[config.mk]
export PLATFORM = sky130hd
export DESIGN_NAME = enc_pkt_sched
export DESIGN_NICKNAME = d
export VERILOG_FILES = /design/src/rtl/enc_pkg.sv /design/src/rtl/rr_arbiter.sv /design/src/rtl/enc_pkt_sched.sv
export SDC_FILE = /design/constraint.sdc
export NUM_CORES = 1
export LEC_CHECK = 0
export CAP_MARGIN = 20
export CORE_MARGIN = 2
export CORE_UTILIZATION = 51
export DETAILED_ROUTE_END_ITERATION = 8
export PLACE_DENSITY = 0.85
export SLEW_MARGIN = 40
export SYNTH_ARGS = -nofsm -noshare
export SYNTH_HDL_FRONTEND = slang
export SYNTH_SLANG_ARGS = --single-unit
[constraint.sdc]
create_clock -name clk -period 4.3 [get_ports clk]
set_clock_uncertainty 0.2 [all_clocks]
set_input_delay 0.86 -clock clk [delete_from_list [all_inputs] [get_ports clk]]
set_output_delay 0.86 -clock clk [all_outputs]
set_load 0.05 [all_outputs]
[src/rtl/enc_pkg.sv]
// Shared constants and state encoding for the enc8to10 packet front end.
package enc_pkg;

    localparam logic [7:0] K281 = 8'h3C;
    localparam logic [7:0] K285 = 8'hBC;
    localparam logic [7:0] K237 = 8'hF7;

    localparam int CRC_GAP_DEF = 5;

    typedef enum logic [2:0] {
        S_IDLE,
        S_PRE,
        S_DATA,
        S_DRAIN,
        S_EOP,
        S_GAP
    } sched_state_t;

endpackage

[src/rtl/rr_arbiter.sv]
// Round-robin arbiter: picks the lowest requesting index at or above i_ptr, wrapping.
module rr_arbiter #(
    parameter int NREQ = 4
) (
    input  logic [NREQ-1:0]         i_req,
    input  logic [$clog2(NREQ)-1:0] i_ptr,
    output logic [NREQ-1:0]         o_gnt,
    output logic [$clog2(NREQ)-1:0] o_idx,
    output logic                    o_any
);
    localparam int IW = $clog2(NREQ);

    function automatic logic [IW-1:0] wrap_add(input logic [IW-1:0] base, input int off);
        int s;
        s = int'(base) + off;
        if (s >= NREQ) s = s - NREQ;
        return IW'(s);
    endfunction

    // Scan offsets from farthest to nearest so the nearest requester wins.
    always_comb begin
        o_any = 1'b0;
        o_idx = '0;
        for (int i = NREQ - 1; i >= 0; i--) begin
            if (i_req[wrap_add(i_ptr, i)]) begin
                o_any = 1'b1;
                o_idx = wrap_add(i_ptr, i);
            end
        end
    end

    assign o_gnt = o_any ? (NREQ'(1) << o_idx) : '0;

endmodule

[src/rtl/enc_pkt_sched.sv]
// Round-robin packet scheduler that frames byte streams for enc8to10:
// 4x K28.1 preamble, payload, K28.5 terminator, then a CRC hold-off gap.
module enc_pkt_sched
    import enc_pkg::*;
#(
    parameter int NREQ    = 4,
    parameter int MAX_LEN = 64,
    parameter int CRC_GAP = CRC_GAP_DEF
) (
    input  logic                    clk,
    input  logic                    reset,
    input  logic [NREQ-1:0]         req_valid,
    input  logic [8*NREQ-1:0]       req_data,
    input  logic [NREQ-1:0]         req_last,
    output logic [NREQ-1:0]         req_ready,
    output logic                    pushin,
    output logic [8:0]              datain,
    output logic                    startin,
    output logic [$clog2(NREQ)-1:0] grant_id,
    output logic                    busy,
    output logic                    err_bc,
    output logic                    err_len
);
    localparam int IW = $clog2(NREQ);
    localparam int CW = $clog2(MAX_LEN + 1);
    localparam int GW = $clog2(CRC_GAP + 1);

    sched_state_t  r_state, w_state_n;
    logic [IW-1:0] r_grant, r_ptr;
    logic [NREQ-1:0] r_gnt_oh;
    logic [CW-1:0] r_cnt, w_cnt_n;
    logic [1:0]    r_pre, w_pre_n;
    logic [GW-1:0] r_gap, w_gap_n;
    logic          r_term, w_term_n;
    logic          r_push, w_push_n, r_start, w_start_n;
    logic          r_ebc, w_ebc_n, r_elen, w_elen_n;
    logic [8:0]    r_data, w_data_n;

    logic [NREQ-1:0] w_gnt;
    logic [IW-1:0]   w_idx;
    logic            w_any, w_acc, w_last, w_load;
    logic [7:0]      w_byte;

    rr_arbiter #(.NREQ(NREQ)) u_arb (
        .i_req (req_valid),
        .i_ptr (r_ptr),
        .o_gnt (w_gnt),
        .o_idx (w_idx),
        .o_any (w_any)
    );

    assign req_ready = (r_state == S_DATA || r_state == S_DRAIN) ? r_gnt_oh : '0;
    assign w_acc     = |(req_valid & req_ready);
    assign w_byte    = req_data[{r_grant, 3'b000} +: 8];
    assign w_last    = req_last[r_grant];

    always_comb begin
        w_state_n = r_state;
        w_cnt_n   = r_cnt;
        w_pre_n   = r_pre;
        w_gap_n   = r_gap;
        w_term_n  = r_term;
        w_push_n  = 1'b0;
        w_data_n  = '0;
        w_start_n = 1'b0;
        w_ebc_n   = 1'b0;
        w_elen_n  = 1'b0;
        w_load    = 1'b0;
        case (r_state)
            S_IDLE: if (w_any) begin
                w_load    = 1'b1;
                w_cnt_n   = '0;
                w_pre_n   = '0;
                w_term_n  = 1'b0;
                w_state_n = S_PRE;
            end
            S_PRE: begin
                w_push_n  = 1'b1;
                w_data_n  = {1'b1, K281};
                w_start_n = (r_pre == 2'd0);
                w_pre_n   = r_pre + 2'd1;
                if (r_pre == 2'd3) w_state_n = S_DATA;
            end
            S_DATA: if (w_acc) begin
                w_cnt_n  = r_cnt + CW'(1);
                w_push_n = 1'b1;
                // A payload 0xBC would be taken as K28.5, so it becomes the terminator.
                if (w_byte == K285) begin
                    w_data_n  = {1'b1, K285};
                    w_ebc_n   = 1'b1;
                    w_term_n  = 1'b1;
                    w_state_n = w_last ? S_GAP : S_DRAIN;
                end else begin
                    w_data_n = {1'b0, w_byte};
                    if (w_last) begin
                        w_state_n = S_EOP;
                    end else if (w_cnt_n == CW'(MAX_LEN)) begin
                        w_elen_n  = 1'b1;
                        w_state_n = S_DRAIN;
                    end
                end
            end
            S_DRAIN: begin
                if (!r_term) begin
                    w_push_n = 1'b1;
                    w_data_n = {1'b1, K285};
                    w_term_n = 1'b1;
                end
                if (w_acc && w_last) w_state_n = S_GAP;
            end
            S_EOP: begin
                w_push_n  = 1'b1;
                w_data_n  = {1'b1, K285};
                w_state_n = S_GAP;
            end
            S_GAP: begin
                // One extra state cycle: the terminator is still in the output register on entry.
                if (r_gap == GW'(CRC_GAP)) begin
                    w_gap_n   = '0;
                    w_state_n = S_IDLE;
                end else begin
                    w_gap_n = r_gap + GW'(1);
                end
            end
            default: w_state_n = S_IDLE;
        endcase
    end

    always_ff @(posedge clk or posedge reset) begin
        if (reset) begin
            r_state  <= S_IDLE;
            r_grant  <= '0;
            r_gnt_oh <= '0;
            r_ptr    <= '0;
            r_cnt    <= '0;
            r_pre    <= '0;
            r_gap    <= '0;
            r_term   <= 1'b0;
            r_push   <= 1'b0;
            r_data   <= '0;
            r_start  <= 1'b0;
            r_ebc    <= 1'b0;
            r_elen   <= 1'b0;
        end else begin
            r_state <= w_state_n;
            r_cnt   <= w_cnt_n;
            r_pre   <= w_pre_n;
            r_gap   <= w_gap_n;
            r_term  <= w_term_n;
            r_push  <= w_push_n;
            r_data  <= w_data_n;
            r_start <= w_start_n;
            r_ebc   <= w_ebc_n;
            r_elen  <= w_elen_n;
            if (w_load) begin
                r_grant  <= w_idx;
                r_gnt_oh <= w_gnt;
                r_ptr    <= (w_idx == IW'(NREQ - 1)) ? '0 : w_idx + IW'(1);
            end
        end
    end

    assign pushin   = r_push;
    assign datain   = r_data;
    assign startin  = r_start;
    assign err_bc   = r_ebc;
    assign err_len  = r_elen;
    assign grant_id = r_grant;
    assign busy     = (r_state != S_IDLE);

endmodule

---- Word level (Yosys, flattened, before mapping) ----
Cells that the tools add are included.
storage, ports and cells
  flip-flop bits (word level) ............. 37
  latch bits .............................. 0
  bits in writable memories ............... 0
  ROM bits ................................ 0
  bits of input ports ..................... 42
  output and inout bits ................... 20
  word-level logic and storage cells ...... 130
  memories ................................ 0
operators by class
  $add $sub $neg .......................... 11
  $mul .................................... 0
  divide/modulo/power cells ............... 0
  order comparisons ....................... 9
  equal/unequal tests ..................... 17
  shift operators ......................... 2
  muxes and demuxes ....................... 63
  bitwise operators ....................... 1
  reductions and logical operators ........ 14
operators with widths
  operator                                                     number
  one-hot mux 9 bit (4 select lines)                           1
  indexed part select 32 x 6 -> 8 bit                          1
  2-to-1 mux 3 bit                                             10
  2-to-1 mux 9 bit                                             3
  2-to-1 mux 1 bit                                             25
  2-to-1 mux 2 bit                                             10
  one-hot mux 3 bit (6 select lines)                           1
  less-than comparator 2 x 3 -> 1 bit (second input constant)  5
  2-to-1 mux 7 bit                                             2
  one-hot mux 7 bit (2 select lines)                           1
  binary-select mux 1 bit (select 2 bit)                       5
  equality test 3 bit (second input constant)                  3
  greater-or-equal comparator 3 bit (second input constant)    3
  equality test 8 bit (second input constant)                  1
  2-to-1 mux 4 bit                                             2
  subtractor 2 x 1 -> 2 bit (second input constant)            4
  adder 7 x 1 -> 7 bit (second input constant)                 1
  equality test 7 bit (second input constant)                  1
  adder 2 x 2 -> 3 bit (second input constant)                 2
  equality test 3 x 2 -> 1 bit (second input constant)         2
  inequality test 2 x 1 -> 1 bit (second input constant)       3
  inequality test 2 bit (second input constant)                3
  one-hot mux 1 bit (3 select lines)                           2
  AND reduction 6 bit                                          1
  other kinds (21)                                             25

---- Depth between registers and ports, before layout ----
Gate-level depths: netlist of run 1.
  word-level depth ........................ 11
  gate-level depth with buffers ........... 7
  depth with buffers taken out ............ 7

---- By module ----
A second synthesis of run 1 with hierarchy kept.
second synthesis, totals
  cell total of the unflattened synthesis .. 208
  area total of the unflattened synthesis .. 2244.7 um^2
by module, submodules not included
  module         times used  cells an instance  area each (um^2)  seq. area each (um^2)
  enc_pkt_sched  1           175                2033.2            925.9
  rr_arbiter     1           33                 211.5             0.0

---- Worst setup path after synthesis of run 1 ----
No wires, ideal clock.
  path type ............................... reg-to-reg
  from .................................... register r_grant[0] (netlist: grant_id[0])
  to ...................................... register r_state[0]
  setup time .............................. 0.134 ns
  arrival ................................. 2.050 ns
  data required time ...................... 3.966 ns
  path slack .............................. 1.916 ns
  stages on the path, launching flop included .. 7
  path buffers ............................ 1
  clock period less this slack ............ 2.384 ns
  cell sequence ........................... dfrtp_1 -> buf_6 -> mux4_1 -> nand4b_1 -> o21ai_1 -> nor4_1 -> o32ai_1
between the ends
  cells in the longest elaborated chain, start to end .. 6
  elaborated cells between the ends (all ways) .. 12
  classes of those cells .................. eq/ne: 3; shift: 1; mux: 6; reduce/logical: 2
RTL lines
  item                                                                         RTL line              source
  start: declaration                                                           enc_pkt_sched.sv:29   logic [IW-1:0] r_grant, r_ptr;
  start signal: assignment                                                     enc_pkt_sched.sv:156  r_grant <= w_idx;
  branches (longest 6 deep; another with indexed part select 32 x 6 -> 8 bit)  -
  end signal: assignment                                                       enc_pkt_sched.sv:145  r_state <= w_state_n;
  end: declaration                                                             enc_pkt_sched.sv:28   sched_state_t r_state, w_state_n;
Several ways; the timed one is not identified. The select of a mux whose other input is x is not followed.
A chain may end at the register's enable or synchronous reset.

---- Final worst setup path of run 1 ----
  from .................................... register r_state[1]
  to ...................................... output req_ready[1]
between the ends
  cells in the longest elaborated chain, start to end .. 3
  elaborated cells between the ends (all ways) .. 4
  classes of those cells .................. eq/ne: 2; mux: 1; reduce/logical: 1
RTL lines
  item                          RTL line             source
  equality test 3 x 2 -> 1 bit  enc_pkt_sched.sv:52  assign req_ready = (r_state == S_DATA || r_state == S_DRAIN) ? r_gnt_oh : '0;
  logical OR 1 bit *            enc_pkt_sched.sv:52
  2-to-1 mux 4 bit *            enc_pkt_sched.sv:52
  end: declaration              enc_pkt_sched.sv:15  output logic [NREQ-1:0] req_ready,
Every way passes the cells marked *; elsewhere a longest branch is shown, timed or not.

==> flow_metrics.env, run 1 <==
export IMPL_grt_setup_unrepaired="no"
export IMPL_synth_area_mux_share_pct=14.5
export IMPL_drt_iter0_drc=125
export IMPL_yosys_cell_types_count=53
export IMPL_crit_path_launch_type="flop"
export IMPL_fin_setup_tns_ns=0
export IMPL_postSynthRegisterBits=37
export IMPL_post_drt_via_cell_ratio=5.84
export IMPL_r2r_end="r_state[0]"
export IMPL_cts_num_sinks=37
export IMPL_clk_latency_ns=0.29
export IMPL_yosys_area_top_type="dfrtp_1"
export IMPL_placement_io_buffers=61
export IMPL_syn_area_um2=2150
export IMPL_grt_overflow_total=0
export IMPL_fin_crit_ns=3.42
export IMPL_ys_warn_count=0
export IMPL_post_cts_resize_count=0
export IMPL_timing_critical_path_required_ns=3.24
export IMPL_drt_wl_total_um=4580
export IMPL_slew_violations=0
export IMPL_clockBufferDepth=2
export IMPL_synthMostInstantiatedCell="dfrtp_1"
export IMPL_synth_top_cells_by_area="dfrtp_1, mux4_1, mux2_2, mux4_2, ha_1"
export IMPL_post_dp_hpwl_um=3390
export IMPL_crit_family="buffers and inverters"
export IMPL_cts_tree="built"
export IMPL_post_route_cells_drive_above_1_share_pct=11.2
export IMPL_holdBufCountCts=0
export IMPL_cts_post_setup_buffers_inserted=0
export IMPL_seq_area_um2=926
export IMPL_globalRouteTotalUtil_pct=22.4
export IMPL_synth_yosys_seq_area_share_pct=43.0
export IMPL_remaining_drc_errors=0
export IMPL_floorplan_core_area_um2=4030
export IMPL_r2r_slack_ns=1.81
export IMPL_cpMaxStageDelayCell="clkdlybuf4s50_1"
export IMPL_synth_enable_flop_cells=0
export IMPL_mappedNetlistNets=245
export IMPL_post_route_cell_area_um2=2870
export IMPL_worstPathBufferInverterCount=1
export IMPL_holdPathStages=1
export IMPL_synth_top_cells_by_count="dfrtp_1, o21ai_0, nor2_1"
export IMPL_postSynth_topFlopCell="dfrtp_1"
export IMPL_highest_clock_frequency_the_design_can_meet_ghz=0.293
export IMPL_multi_input_area_um2=1130
export IMPL_max_slew_margin_pct=49.0
export IMPL_worstPathMaxFanout=12
export IMPL_gp_congestion=0.855
export IMPL_status="complete, no violations"
export IMPL_synth_top_area_share_pct=43.0
export IMPL_drt_wl_cell_um=14.8
export IMPL_syn_inst=196
export IMPL_synth_top_family_by_area="simple AND/OR/NAND/NOR gates"
export IMPL_hp_class="reg -> reg"
export IMPL_cts_reportedPaths_clkPinSlew_ns=0.07
export IMPL_final_min_period_over_clock_period_pct=79.4
export IMPL_timing_max_cap_violations=0
export IMPL_syn_to_layout_area_delta_pct=33.3
export IMPL_critical_path_capture_point_type="primary output"
export IMPL_io_pins=62
export IMPL_dr_total_vias=1804
export IMPL_grt_pass1_vias=1771
export IMPL_post_dp_cell_area_um2=2790
export IMPL_die_y_um=69.0
export IMPL_min_delay_start="r_gap[0]"
export IMPL_synthXorXnorAreaFrac_pct=1.63
export IMPL_final_hold_viol_count=0
export IMPL_antenna_violations_before_repair=0
export IMPL_depth_of_the_worst_register_to_register_path=5
export IMPL_power_uw=1860
export IMPL_post_synth_and_or_nand_nor_area_fraction_pct=17.3
export IMPL_fin_nets=307
export IMPL_timing_final_setup_violations=0
export IMPL_drt_first_pass_iters=4
export IMPL_fill_cells=299
export IMPL_cts_root_buffer="clkbuf_8"
export IMPL_grt_first_pass_wirelength_um=7900
export IMPL_fp_dieW_um=69.0
export IMPL_worstPathArrival_ns=2.36
export IMPL_async_flop_share_pct=100
export IMPL_cts_htree_levels=2
export IMPL_diodes=0
export IMPL_tightestPinTransition_ns=0.757
export IMPL_synth_fa_ha_area_share_pct=4.07
export IMPL_grt_max_degree=38
export IMPL_drt_antenna_violating_nets=0
export IMPL_p_per_area_nw_per_um2=647
export IMPL_slowest_delay_ns=0.81
export IMPL_synth_compound_area_share_pct=14.9
export IMPL_syn_area_per_cell_um2=11.0
export IMPL_crit_type="reg -> out"
export IMPL_static_leakage_power_uw=0.00125
export IMPL_cts_made_buffers=5
export IMPL_ir_drop_uv=393
export IMPL_worst_r2r_startpoint="grant_id[0]"
export IMPL_initial_utilization_pct=53.4
export IMPL_worstPathCellList="nor2b_1 -> and2_1 -> clkdlybuf4s50_1"
export IMPL_fp_row_count=23
export IMPL_hold_end="r_gap[0]"
export IMPL_die_area_um2=4760
stage by stage:
| step | hold slack, ns | utilization (%) | setup WS, ns | std cells |
|---|---|---|---|---|
| 3_3_place_gp | 0.291 | 69.1 | 1.17 | 301 |
| 4_1_cts | 0.322 | 71.2 | 0.901 | 309 |
| 6_report | 0.315 | 71.2 | 0.885 | 309 |
| 2_1_floorplan | 0.268 | - | 1.92 | 196 |
| 3_5_place_dp | 0.313 | 69.1 | 1.07 | 301 |
| 5_1_grt | 0.337 | 71.2 | 0.734 | 309 |
power by group:
group	switching, uW	internal (uW)	total [uW]
sequential	135	468	603
combinational	569	450	1020
clock	123	112	235
total	826	1030	1860
sequential cells by signal (all words and copies together) (netlist names):
signal and cells:
datain 9, err_bc 1, err_len 1, grant_id 2, pushin 1, r_cnt 7, r_gap 3, r_gnt_oh 4
r_pre 2, r_ptr 2, r_state 3, r_term 1, startin 1
final cells by class:
type	count	area share, %
sequential	37	32.3
timing repair buffer	63	21.8
clock inverter	2	0.349
tap	50	2.18
inverter	10	1.31
clock buffer	6	2.53
multi-input combinational	141	39.6
logic make-up (layout without fill, tap and decap cells):
logic type / after synthesis / in the layout
mux: 17 / 17
simple gates: 66 / 66
flops: 37 / 37
buf+inv: 18 / 81
xor+xnor: 4 / 4
fa+ha+maj: 7 / 7
compound gates: 47 / 47
metal layers:
metal | up-vias | routed length [um] | GRT usage [%]
met5 | - | 0 | 0
met4 | 0 | 58 | 6.86
met3 | 10 | 305 | 5.52
met2 | 86 | 2250 | 36.3
met1 | 863 | 1960 | 29.8
li1 | 845 | - | -
worst max path at each step:
stage                             from           end  slack, ns  cells after the start
after floorplan            grant_id[0]    r_state[0]       1.92                      6
after CTS                   r_state[2]  req_ready[1]       0.90                      3
final                       r_state[1]  req_ready[1]       0.88                      3
after detailed placement  req_valid[3]   r_gnt_oh[0]       1.07                      7
after global routing        r_state[1]  req_ready[1]       0.73                      3
after global placement    req_valid[3]      r_ptr[1]       1.17                      6
cells in the final DEF (no fill, tap or decap), drive strengths merged, types with 2 or more instances in the layout:
| cell | count |
|---|---|
| clkdlybuf4s50 | 61 |
| dfrtp | 37 |
| o21ai | 15 |
| nor2 | 13 |
| nand2 | 11 |
| inv | 10 |
| mux4 | 9 |
| mux2 | 8 |
| and2 | 8 |
| a21o | 7 |
| ha | 7 |
| clkbuf | 6 |
| a22o | 5 |
| or3 | 5 |
| nand3 | 5 |
| nand2b | 4 |
| nor2b | 4 |
| a21oi | 4 |
| xnor2 | 3 |
| nor3 | 3 |
| nor4 | 2 |
| nand3b | 2 |
| a22oi | 2 |
| or2 | 2 |
| o22ai | 2 |
| o32ai | 2 |
| clkinv | 2 |
| buf | 2 |
Note: power is estimated with default switching activity, not from simulation.
==> run 2: changes to the inputs <==
--- a/config.mk
+++ b/config.mk
@@ -7,9 +7,9 @@
 export LEC_CHECK = 0
 export CAP_MARGIN = 20
 export CORE_MARGIN = 2
-export CORE_UTILIZATION = 51
+export CORE_UTILIZATION = 48
 export DETAILED_ROUTE_END_ITERATION = 8
-export PLACE_DENSITY = 0.85
+export PLACE_DENSITY = 0.81
 export SLEW_MARGIN = 40
 export SYNTH_ARGS = -nofsm -noshare
 export SYNTH_HDL_FRONTEND = slang
==> constraint.sdc (replaced) <==
create_clock -name clk -period 3.51 [get_ports clk]
set_clock_uncertainty 0.2 [all_clocks]
set_input_delay 0.702 -clock clk [delete_from_list [all_inputs] [get_ports clk]]
set_output_delay 0.702 -clock clk [all_outputs]
set_load 0.05 [all_outputs]
==> run 2 against run 1 <==
Effect of this change:
- worst setup slack worse by 0.47 ns
- clock power up 60%
- critical path depth unchanged
- non-clock buffer count up 2
- power up 28%
- global-route usage down 2.6 points
- sequential power up 20%
- sequential cell count unchanged
- via count down 1.8%
- critical endpoint unchanged
- largest power group unchanged
==> flow_metrics.env, run 2 (synthesized netlist as in run 1, its figures left out) <==
export IMPL_clockBufferDepth=2
export IMPL_antenna_violations_before_repair=0
export IMPL_highest_clock_frequency_the_design_can_meet_ghz=0.323
export IMPL_drt_wl_total_um=4620
export IMPL_die_y_um=71.0
export IMPL_final_hold_viol_count=0
export IMPL_die_area_um2=5040
export IMPL_fp_dieW_um=71.0
export IMPL_setup_worst_path_start="r_state[2]"
export IMPL_cts_num_sinks=37
export IMPL_crit_type="reg -> out"
export IMPL_slew_violations=0
export IMPL_remaining_drc_errors=0
export IMPL_ir_drop_uv=577
export IMPL_timing_critical_path_required_ns=2.61
export IMPL_worst_r2r_startpoint="grant_id[0]"
export IMPL_final_common_cell="clkdlybuf4s50_1"
export IMPL_largest_register_ffs=9
export IMPL_placement_io_buffers=61
export IMPL_io_pins=62
export IMPL_cts_reportedPaths_clkPinSlew_ns=0.07
export IMPL_grt_overflow_total=0
export IMPL_min_delay_start="r_gap[0]"
export IMPL_cts_made_buffers=5
export IMPL_grt_first_pass_wirelength_um=7730
export IMPL_timing_final_setup_violations=0
export IMPL_fin_crit_ns=3.09
export IMPL_static_leakage_power_uw=0.00128
export IMPL_p_per_area_nw_per_um2=812
export IMPL_most_common_layout_cells="clkdlybuf4s50_1, dfrtp_1, o21ai_0, nor2_1, nand2_1"
export IMPL_worstPathMaxFanout=8
export IMPL_crit_path_launch_type="flop"
export IMPL_drt_antenna_violating_nets=0
export IMPL_fp_row_count=24
export IMPL_post_dp_cell_area_um2=2800
export IMPL_cts_post_setup_buffers_inserted=0
export IMPL_hp_class="reg -> reg"
export IMPL_dr_total_vias=1772
export IMPL_final_min_period_over_clock_period_pct=88.2
export IMPL_gp_congestion=0.812
export IMPL_post_route_cells_drive_above_1_share_pct=11.9
export IMPL_tightestPinTransition_ns=0.751
export IMPL_post_dp_hpwl_um=3480
export IMPL_drt_iter0_drc=74
export IMPL_cts_htree_levels=2
export IMPL_syn_to_layout_area_delta_pct=35.7
export IMPL_post_drt_via_cell_ratio=5.66
export IMPL_status="complete, no violations"
export IMPL_post_route_cell_area_um2=2920
export IMPL_timing_max_cap_violations=0
export IMPL_fin_setup_tns_ns=0
export IMPL_post_cts_resize_count=0
export IMPL_clk_latency_ns=0.29
export IMPL_initial_utilization_pct=49.8
export IMPL_critical_path_capture_point_type="primary output"
export IMPL_fin_nets=309
export IMPL_cts_tree="built"
export IMPL_diodes=0
export IMPL_grt_pass1_vias=1710
export IMPL_floorplan_core_area_um2=4320
export IMPL_grt_max_degree=22
export IMPL_drt_wl_cell_um=14.8
export IMPL_max_slew_margin_pct=49.6
export IMPL_finalWorstSetupSlack_ns=0.416
export IMPL_cts_root_buffer="clkbuf_8"
export IMPL_place_ws_ns=0.422
export IMPL_globalRouteTotalUtil_pct=19.9
export IMPL_worstPathArrival_ns=2.19
export IMPL_holdBufCountCts=0
export IMPL_drt_first_pass_iters=4
export IMPL_grt_setup_unrepaired="no"
[run 2: power by group]
group	leakage (uW)	total [uW]	switching, uW	internal (uW)
Clock	0.0000585	376	144	231
Combinational	0.000739	1270	712	562
Sequential	0.000478	722	148	574
Total	0.00128	2370	1000	1370
[run 2: per-layer routing]
layer  up-vias  share of wire, %  GRT usage, %
li1        851                 -             -
met1       841                42          24.0
met2        74                49          34.0
met3         6               7.0          5.84
met4         0               1.5          6.92
met5         -                 0             0
[run 2: layout make-up]
type,instances,area [um^2]
Multi-Input combinational cell,141,1130
Fill cell,349,1400
Timing Repair Buffer,65,641
Clock inverter,1,30.0
Tap cell,52,65.1
Inverter,10,37.5
Sequential cell,37,926
Clock buffer,7,86.3
[run 2: path summary, 6_finish.rpt]
path                                     end  slack, ns  cells after the start
worst max-delay path            req_ready[1]       0.42                      3
worst min-delay path                r_gap[0]       0.30                      1
worst max register to register    r_state[2]       1.00                      5
worst min register to register      r_gap[0]       0.30                      1
max in group asynchronous        r_gnt_oh[1]       1.78                      3
min in group asynchronous            err_len       0.60                      2
[run 2: worst max-delay path: stages, from the launching register on]
cell,delay [ns]
dfrtp_1,0.38
nor2b_1,0.47
and2_1,0.24
clkdlybuf4s50_1,0.82
[run 2: metrics by stage]
stage	power, uW	util, %	std cells	hold slack, ns
final	2370	67.5	313	0.303
after global routing	2530	67.5	313	0.344
after CTS	2390	67.5	313	0.310
after detailed placement	2000	64.8	305	0.300
after global placement	1970	64.8	305	0.292
after floorplan	1650	-	196	0.268
==> variant: new RTL, flow settings as in run 2 <==
`CRC_GAP_DEF`: 5 -> 4.
--- a/src/rtl/enc_pkg.sv
+++ b/src/rtl/enc_pkg.sv
@@ -5,7 +5,7 @@
     localparam logic [7:0] K285 = 8'hBC;
     localparam logic [7:0] K237 = 8'hF7;
 
-    localparam int CRC_GAP_DEF = 5;
+    localparam int CRC_GAP_DEF = 4;
 
     typedef enum logic [2:0] {
         S_IDLE,
Check against the original RTL: no difference found for any inputs over 10 cycles, from zero or initial values and one cycle with reset high; that may be too few to reach the edited logic, so the function may still have changed.
==> variant against run 2 <==
  * Area after synthesis is 1.3% lower
  * Sequential cell count unchanged
  * Count of clock-buffer cells in the layout decreased by 2
  * Total power down 15%
  * Setup slack worse by 0.065 ns
  * Design area down 2.3%
  * Global-route usage is 1.1 points higher
  * Routed wire length rose by 4.6%
  * Critical path type unchanged
  * Largest cell class unchanged
==> variant: results (changes against run 2) <==
[power]
clkPwrFrac_pct=14.5  ; was 15.8%
switching_power_mw=0.869  ; was 1.00 mW
pwr-share-comb_pct=49.8  ; was 53.7%
leakage_nw=1.21  ; was 1.28 nW
vdd_drop_max_mv=0.428  ; was 0.577 mV

[drt]
wl_um=4840  ; was 4620 um
drt_iter0_markers=204  ; was 74
num_vias=1793  ; was 1772

[synth]
synth_compound_area_share_pct=16.0  ; was 14.9%
synth_fa_ha_area_share_pct=5.30  ; was 4.07%
synth_xor_area_share_pct=0.824  ; was 1.63%
yosysWarnings=0  ; unchanged
ys_seq_area_share_pct=43.6  ; was 43.0%
synthMuxAreaShare_pct=13.2  ; was 14.5%
synth.area.top_cells=dfrtp_1 (44%), mux4_2 (9.5%), ha_1 (5.3%), nand2_1 (3.2%), mux2_1 (2.7%)  ; was dfrtp_1 (43%), mux4_1 (6.1%), mux2_2 (4.2%), mux4_2 (4.2%), ha_1 (4.1%)
synthDistinctLibCells=49  ; was 53
yosysMostFrequentCell=dfrtp_1  ; unchanged
syn-num-nets=254  ; was 245
yosys-top-cells-count=dfrtp_1 (37), nand2_1 (18), nor2_1 (14)  ; was dfrtp_1 (37), o21ai_0 (14), nor2_1 (12)

[global_routing]
grt.met2_usage_pct=31.1  ; was 34.0%
grt_usage_pct=21.0  ; was 19.9%
grt_use_met1_pct=30.7  ; was 24.0%
met3_usage_pct=4.70  ; was 5.84%
grt_pass1_vias=1706  ; was 1710
grt_pass1_wl_um=8220  ; was 7730 um

[cells_and_area]
bufAreaShareNonClock_pct=21.7  ; was 21.9%
fill_cells=341  ; was 349
multi_input_area_share_pct=39.0  ; was 38.9%
inverters=12  ; was 10
multi_input_gates=146  ; was 141
clk_share_pct=3.02  ; was 3.98%
nClkBuffers=5  ; was 7
nets=315  ; was 309
buffers=62  ; was 65
seq_cell_count=37  ; unchanged
drive_gt1_share_pct=9.06  ; was 11.9%

[outcome]
status=finished, final reports clean  ; unchanged

[sta]
worst_slew_pin_slew_ns=0.778  ; was 0.751 ns

[placement]
placed_area_um2=2770  ; was 2800 um2
place.gp.congestion=0.840  ; was 0.812
hpwl_um=3560  ; was 3480 um

[die]
core_area_um2=4290  ; was 4320 um2

[hold_path]
hp-class=reg -> reg  ; unchanged

[worst_setup_path]
slowest_delay_ns=0.80  ; was 0.82 ns
arrival_ns=2.26  ; was 2.19 ns

[clock_tree]
cts_post_setup_buffers_inserted=0  ; unchanged
htreeDepth=2  ; unchanged

-- variant: through the flow --
stage	hold slack (ns)	utilization, %	worst slack (ns)	power (mW)	std cells
5_1_grt	0.344	66.5	0.215	2.14	317
2_1_floorplan	0.263	-	1.13	1.43	203
3_5_place_dp	0.299	64.5	0.510	1.72	309
3_3_place_gp	0.286	64.5	0.558	1.70	309
6_report	0.308	66.5	0.350	2.01	317
4_1_cts	0.309	66.5	0.373	2.02	317
-- variant: worst paths after layout --
check / start / endpoint / slack (ns) / cells after the start
max reg2reg: grant_id[0] / r_state[2] / 1.08 / 5
min in group asynchronous: reset / r_gap[2] / 0.58 / 2
max: r_state[1] / req_ready[3] / 0.35 / 4
min reg2reg: r_cnt[5] / r_cnt[5] / 0.31 / 1
min: r_cnt[5] / r_cnt[5] / 0.31 / 1
max in group asynchronous: reset / r_cnt[1] / 1.82 / 3
-- variant: metal layers --
metal  wire, um  part of all wire, %
met1       2130                   44
met2       2290                   47
met3        310                  6.4
met4        102                  2.1
met5          0                    0
